===== src/rtl/elastic_stream_src_if.sv =====
// Valid/ready stream bundle between a word source and an elastic stage.
//   o_data  : payload, driven by the initiator
//   o_valid : payload valid, driven by the initiator
//   o_ready : downstream ready, driven by the target
// master modport is the initiator side, slave modport the target side.
interface elastic_stream_src_if #(
    parameter int unsigned DW = 32
) ();
    logic [DW-1:0] o_data;
    logic          o_valid;
    logic          o_ready;

    modport master (
        output o_data,
        output o_valid,
        input  o_ready
    );

    modport slave (
        input  o_data,
        input  o_valid,
        output o_ready
    );
endinterface


===== src/rtl/elastic_stream_src.sv =====
// Programmable word source: emits cfg_count words base, base+step, ... on a
// valid/ready stream, optionally throttled by an LFSR-gated mask, and keeps
// per-job handshake and stall statistics.
//   clk, rst        : clock, synchronous active-high reset
//   cfg_start       : job start, honoured only while idle
//   cfg_count       : words in the job (0 gives an immediate done pulse)
//   cfg_base        : first payload value
//   cfg_step        : payload increment (wraps modulo 2^DW)
//   cfg_gap_mask    : valid throttle mask, 0 = full rate
//   strm            : stream initiator (o_data / o_valid / o_ready)
//   busy            : job running
//   done            : one-cycle completion pulse
//   sent_count      : handshakes in the current or last job
//   stall_count     : valid-without-ready cycles, saturating
module elastic_stream_src #(
    parameter int unsigned DW = 32,
    parameter int unsigned CW = 16
) (
    input  logic                clk,
    input  logic                rst,
    input  logic                cfg_start,
    input  logic [CW-1:0]       cfg_count,
    input  logic [DW-1:0]       cfg_base,
    input  logic [DW-1:0]       cfg_step,
    input  logic [3:0]          cfg_gap_mask,
    elastic_stream_src_if.master strm,
    output logic                busy,
    output logic                done,
    output logic [CW-1:0]       sent_count,
    output logic [CW-1:0]       stall_count
);

    typedef enum logic [1:0] {
        StIdle,
        StRun,
        StDone
    } state_e;

    localparam logic [7:0] LfsrSeed = 8'hA5;

    state_e        state_q, state_d;
    logic [CW-1:0] remaining_q, remaining_d;   // words not yet issued
    logic [DW-1:0] next_data_q, next_data_d;
    logic [DW-1:0] step_q, step_d;
    logic [3:0]    mask_q, mask_d;
    logic [7:0]    lfsr_q, lfsr_d;
    logic          valid_q, valid_d;
    logic [DW-1:0] data_q, data_d;
    logic [CW-1:0] sent_q, sent_d;
    logic [CW-1:0] stall_q, stall_d;

    logic handshake;
    logic gate_ok;
    logic lfsr_fb;

    assign handshake = valid_q & strm.o_ready;
    assign gate_ok   = ((lfsr_q[3:0] & mask_q) == 4'd0);
    // x^8 + x^6 + x^5 + x^4 + 1
    assign lfsr_fb   = lfsr_q[7] ^ lfsr_q[5] ^ lfsr_q[4] ^ lfsr_q[3];

    always_comb begin
        state_d     = state_q;
        remaining_d = remaining_q;
        next_data_d = next_data_q;
        step_d      = step_q;
        mask_d      = mask_q;
        lfsr_d      = lfsr_q;
        valid_d     = valid_q;
        data_d      = data_q;
        sent_d      = sent_q;
        stall_d     = stall_q;

        unique case (state_q)
            StIdle: begin
                if (cfg_start) begin
                    remaining_d = cfg_count;
                    next_data_d = cfg_base;
                    step_d      = cfg_step;
                    mask_d      = cfg_gap_mask;
                    lfsr_d      = LfsrSeed;
                    sent_d      = '0;
                    stall_d     = '0;
                    state_d     = (cfg_count != '0) ? StRun : StDone;
                end
            end

            StRun: begin
                lfsr_d = {lfsr_q[6:0], lfsr_fb};

                if (handshake) begin
                    sent_d = sent_q + 1'b1;
                end
                if (valid_q && !strm.o_ready && (stall_q != '1)) begin
                    stall_d = stall_q + 1'b1;
                end

                // A new word may only be presented when the slot is empty or
                // being drained this cycle; otherwise the current word holds.
                if ((!valid_q || handshake) && (remaining_q != '0) && gate_ok) begin
                    valid_d     = 1'b1;
                    data_d      = next_data_q;
                    next_data_d = next_data_q + step_q;
                    remaining_d = remaining_q - 1'b1;
                end else if (handshake) begin
                    valid_d = 1'b0;
                end

                // Only one word is ever in flight, so a handshake with nothing
                // left to issue is the final one.
                if (handshake && (remaining_q == '0)) begin
                    state_d = StDone;
                end
            end

            StDone: begin
                state_d = StIdle;
            end

            default: begin
                state_d = StIdle;
            end
        endcase
    end

    always_ff @(posedge clk) begin
        if (rst) begin
            state_q     <= StIdle;
            remaining_q <= '0;
            next_data_q <= '0;
            step_q      <= '0;
            mask_q      <= '0;
            lfsr_q      <= LfsrSeed;
            valid_q     <= 1'b0;
            data_q      <= '0;
            sent_q      <= '0;
            stall_q     <= '0;
        end else begin
            state_q     <= state_d;
            remaining_q <= remaining_d;
            next_data_q <= next_data_d;
            step_q      <= step_d;
            mask_q      <= mask_d;
            lfsr_q      <= lfsr_d;
            valid_q     <= valid_d;
            data_q      <= data_d;
            sent_q      <= sent_d;
            stall_q     <= stall_d;
        end
    end

    assign strm.o_valid = valid_q;
    assign strm.o_data  = data_q;
    assign busy         = (state_q == StRun);
    assign done         = (state_q == StDone);
    assign sent_count   = sent_q;
    assign stall_count  = stall_q;

endmodule


===== src/flat_wrapper.sv =====
// flat-port wrapper written by rule: the top's interface ports become plain ports
module elastic_stream_src_flat 
#(
    parameter int unsigned DW = 32,
    parameter int unsigned CW = 16
)
  (clk, rst, cfg_start, cfg_count, cfg_base, cfg_step, cfg_gap_mask, busy, done, sent_count, stall_count, strm_o_data, strm_o_valid, strm_o_ready);
  elastic_stream_src_if #(.DW(DW)) strm_i ();
  input  logic clk;
  input  logic rst;
  input  logic cfg_start;
  input  logic [CW-1:0] cfg_count;
  input  logic [DW-1:0] cfg_base;
  input  logic [DW-1:0] cfg_step;
  input  logic [3:0] cfg_gap_mask;
  output logic busy;
  output logic done;
  output logic [CW-1:0] sent_count;
  output logic [CW-1:0] stall_count;
  output wire logic [$bits(strm_i.o_data)-1:0] strm_o_data;
  output wire logic [$bits(strm_i.o_valid)-1:0] strm_o_valid;
  input wire logic [$bits(strm_i.o_ready)-1:0] strm_o_ready;
  assign strm_o_data = strm_i.o_data;
  assign strm_o_valid = strm_i.o_valid;
  assign strm_i.o_ready = strm_o_ready;
  elastic_stream_src #(.DW(DW), .CW(CW)) u_core (.clk(clk), .rst(rst), .cfg_start(cfg_start), .cfg_count(cfg_count), .cfg_base(cfg_base), .cfg_step(cfg_step), .cfg_gap_mask(cfg_gap_mask), .strm(strm_i), .busy(busy), .done(done), .sent_count(sent_count), .stall_count(stall_count));
endmodule

===== config.mk =====
export PLATFORM = sky130hd
export DESIGN_NAME = elastic_stream_src_flat
export DESIGN_NICKNAME = d
export VERILOG_FILES = /design/src/rtl/elastic_stream_src_if.sv /design/src/rtl/elastic_stream_src.sv /design/src/flat_wrapper.sv
export SDC_FILE = /design/constraint.sdc
export NUM_CORES = 1
export LEC_CHECK = 0
export CAP_MARGIN = 20
export CORE_MARGIN = 2
export CORE_UTILIZATION = 57
export DETAILED_ROUTE_END_ITERATION = 10
export PLACE_DENSITY = 0.89
export SLEW_MARGIN = 10
export SYNTH_ARGS = -nofsm -noshare
export SYNTH_HDL_FRONTEND = slang
export SYNTH_SLANG_ARGS = --single-unit

===== constraint.sdc =====
create_clock -name clk -period 5.8 [get_ports clk]
set_input_delay 0.58 -clock clk [delete_from_list [all_inputs] [get_ports clk]]
set_output_delay 0.58 -clock clk [all_outputs]
set_load 0.005 [all_outputs]

==> results by group <==
STA
  – Least-Margin Pin Slew: ~0.89 ns
  – TNS Setup: 0 ns
  – Slew Limit Fails: 0
  – Layout Skew: approximately 0.0090 ns
  – Count of final hold-check violations: 0
  – Final setup violation count: 0
  – RSZ-0062 raised after global routing: false
  – Achievable Freq: 319 MHz
  – Rel. slew slack: a little over 40%
  – Period Utilization, post-route: between 50% and 60%
  – Final min period: approximately 3.1 ns
  – WHS: between 0.4 and 0.5 ns

Floorplanning
  – Die W: 124 um
  – Die Height: around 120 um
  – Starting Density: 58.6%
  – Die Area: between 0.015 and 0.02 mm2
  – Core box area: roughly 0.014 mm2
  – Standard-cell rows: 43
  – Ports: 155

Critical path
  – Startpoint Class: flip-flop
  – CP Max Fanout: 39
  – R2R Setup Slk: ~2.7 ns
  – Worst R2R Path Depth: 8
  – Crit Path Class: flip-flop to flip-flop
  – CP required: approximately 6.1 ns
  – Reg2Reg Launch Point: u_core.remaining_q[9]
  – Worst EP arrival: approximately 3.5 ns
  – Terminus of the critical flop-to-flop path: u_core.next_data_q[29]
  – CP endpoint kind: flip-flop

Clocking
  – Htree depth: 4
  – Setup bufs post-CTS: 0
  – Hold-fix buffers, CTS: 0
  – Clk sink count: 159
  – Max Buffers Root-to-Sink: 2
  – Clk_lat worst skew: about 0.44 ns
  – Clk slew on worst S/H paths: around 0.060 ns
  – CTS tree: yes
  – Post_cts resized: 0
  – CTS Buf Count: 17
  – Root buf cell: clkbuf_16

Run
  – Max_cap viols: 0

Finish
  – Multi-input gate area: ~0.0047 mm2
  – Fill cell count: approximately 1100
  – Most common cell after layout, fill and taps aside: nand2_1
  – Reg area: 0.00318 mm2
  – Most frequent cells in the layout: nand2_1, dfxtp_1, clkdlybuf4s50_1
  – Synth-to-Final Area Change: 27.2%
  – Final #Nets: roughly 1300
  – Ant diodes: 0
  – Proportion of layout cells with a drive suffix above 1: between 4 and 5%

Logic synthesis
  – Sequential area share after synthesis: roughly two fifths
  – Yosys cell types: between 60 and 70
  – Synthesized area per cell: 7.64 um2
  – Post-Syn Area: approximately 0.0082 mm2
  – Synth Register Bits: 159
  – Post-synthesis cell count: between 1000 and 1500
  – Fraction of registers with async set/reset: 0%
  – Ys Warns: 0
  – Main synth FF type: dfxtp_1
  – Post-synthesis net count: ~1200
  – Number of synthesized flops with an enable pin: 0

Pwr
  – Pleak: about 0.0039 uW
  – VDD IR-drop max: 0.000247 V
  – Power Dens Cells: between 300 and 400 mW/mm2

Placed design
  – Final Wtd Congestion: 0.939
  – I/O Buffers: around 150
  – Post-DP HPWL: 15.1 mm

Global route
  – GRT Residual Overflow: 0
  – Initial antenna violation count: 0
  – Vias in the first global route: roughly 7800
  – Total GRT Usage: roughly 30%
  – First-pass GRT wire length: 36.6 mm
  – Largest net degree at the start of global routing: 76

Worst hold path
  – Hold Crit Endpoint: u_core.strm.o_data[28]
  – Worst hold path depth: 2
  – Tightest Hold Check Type: flip-flop to flip-flop
  – Hold Startpoint: u_core.strm.o_data[28]

Routing
  – Final wirelength: 22.7 mm
  – DR pass1 iterations: 6
  – Drt wl/cell: around 16 um
  – Via density per instance: roughly 6
  – Antenna-violating nets left: 0
  – Vias: around 8300
  – # DRC: 0
  – 1st-iter DRT viols: 670

Outcome
  – Status: finished clean
## worst max-delay path: stages, from the launching register on
cell	delay, ns
dfxtp_1	0.34
or2_1	0.25
or4_4	0.43
or3_4	0.42
and2_4	0.33
nor2_2	0.46
buf_4	0.38
nor3_1	0.09
a2111oi_2	0.34
## flip-flops by register name, summed over array words and instances (netlist names)
signal and cells:
u_core.lfsr_q 8, u_core.mask_q 4, u_core.next_data_q 32, u_core.sent_count 16, u_core.remaining_q 16, u_core.state_q 2
u_core.step_q 32, u_core.strm.o_data 32, u_core.strm.o_valid 1, u_core.stall_count 16
## cell usage after synthesis, types with 4 or more instances
master | n | area [um2]
ha_1 | 35 | 438
inv_1 | 12 | 45.0
buf_2 | 5 | 25.0
and4_1 | 5 | 43.8
o21bai_1 | 4 | 30.0
and3_1 | 12 | 75.1
nor3_1 | 20 | 100
xor2_1 | 28 | 245
nor2b_1 | 4 | 25.0
a22oi_1 | 8 | 60.1
a211oi_1 | 19 | 143
nor2_1 | 106 | 398
o31ai_1 | 4 | 30.0
o21a_1 | 7 | 52.6
a311oi_1 | 12 | 105
a21o_1 | 7 | 52.6
nor4_1 | 9 | 56.3
or3_1 | 11 | 68.8
dfxtp_1 | 159 | 3180
nand2_1 | 227 | 852
or2_2 | 5 | 31.3
buf_1 | 4 | 15.0
a21oi_1 | 135 | 676
o211ai_1 | 4 | 30.0
nand3_1 | 26 | 130
nand4_1 | 13 | 81.3
clkbuf_1 | 53 | 199
o22ai_1 | 6 | 37.5
xnor2_1 | 20 | 175
o21ai_0 | 51 | 255
a31oi_1 | 9 | 56.3
a221oi_1 | 5 | 43.8
o211a_1 | 4 | 40.0
## through the flow
| step | worst slack [ns] | power, uW | instance area [um2] | std cells | util (%) |
|---|---|---|---|---|---|
| 5_1_grt | 2.50 | 3280 | 10400 | 1380 | 74.6 |
| 6_report | 2.66 | 3140 | 10400 | 1380 | 74.6 |
| 4_1_cts | 2.70 | 3130 | 10400 | 1380 | 74.6 |
| 2_1_floorplan | 3.26 | 1720 | 8170 | 1069 | - |
| 3_5_place_dp | 2.63 | 1940 | 9770 | 1348 | 70.1 |
| 3_3_place_gp | 2.44 | 1920 | 9750 | 1347 | 69.9 |
## how the worst max path moves through the flow
| stage | slack [ns] | from | end | cells past startpoint |
|---|---|---|---|---|
| 3_5_place_dp | 2.63 | cfg_start | u_core.remaining_q[12] | 9 |
| 2_1_floorplan | 3.26 | u_core.step_q[19] | u_core.next_data_q[29] | 10 |
| 5_1_grt | 2.50 | u_core.next_data_q[0] | u_core.next_data_q[30] | 10 |
| 6_report | 2.66 | u_core.remaining_q[9] | u_core.next_data_q[29] | 8 |
| 4_1_cts | 2.70 | u_core.remaining_q[9] | u_core.next_data_q[29] | 8 |
| 3_3_place_gp | 2.44 | cfg_start | u_core.next_data_q[26] | 8 |
## layer usage
layer	wire length [um]	global-route usage (%)	vias up
li1	-	-	4005
met1	9450	38.2	3874
met2	10900	49.8	370
met3	1810	6.82	56
met4	543	11.9	0
met5	0	0	-
## layout make-up
class,instances,share of cell area (%)
Multi-Input combinational cell,834,45.2
Timing Repair Buffer,162,15.5
Clock buffer,23,4.50
Sequential cell,159,30.6
Tap cell,180,2.17
Inverter,13,0.470
Clock inverter,9,1.51
## power by group
group	leakage (uW)	internal [uW]	switching, uW	total [uW]
Combinational	0.00230	281	406	688
Clock	0.000306	745	455	1200
Sequential	0.00130	1180	77.2	1260
Total	0.00391	2210	939	3140
## cells by family (layout without fill, tap and decap cells)
kind of cell / after synthesis / in the layout / share of synthesized area [%]
and+or+nand+nor: 452 / 452 / 24.2
buffers and inverters: 76 / 207 / 3.66
xor gates and xnor gates: 48 / 48 / 5.15
muxes: 4 / 4 / 0.521
adders and majority gates: 36 / 36 / 5.61
DFF: 159 / 159 / 39.0
AOI/OAI and AO/OA: 294 / 294 / 21.9
(Power assumes the default switching activity.)
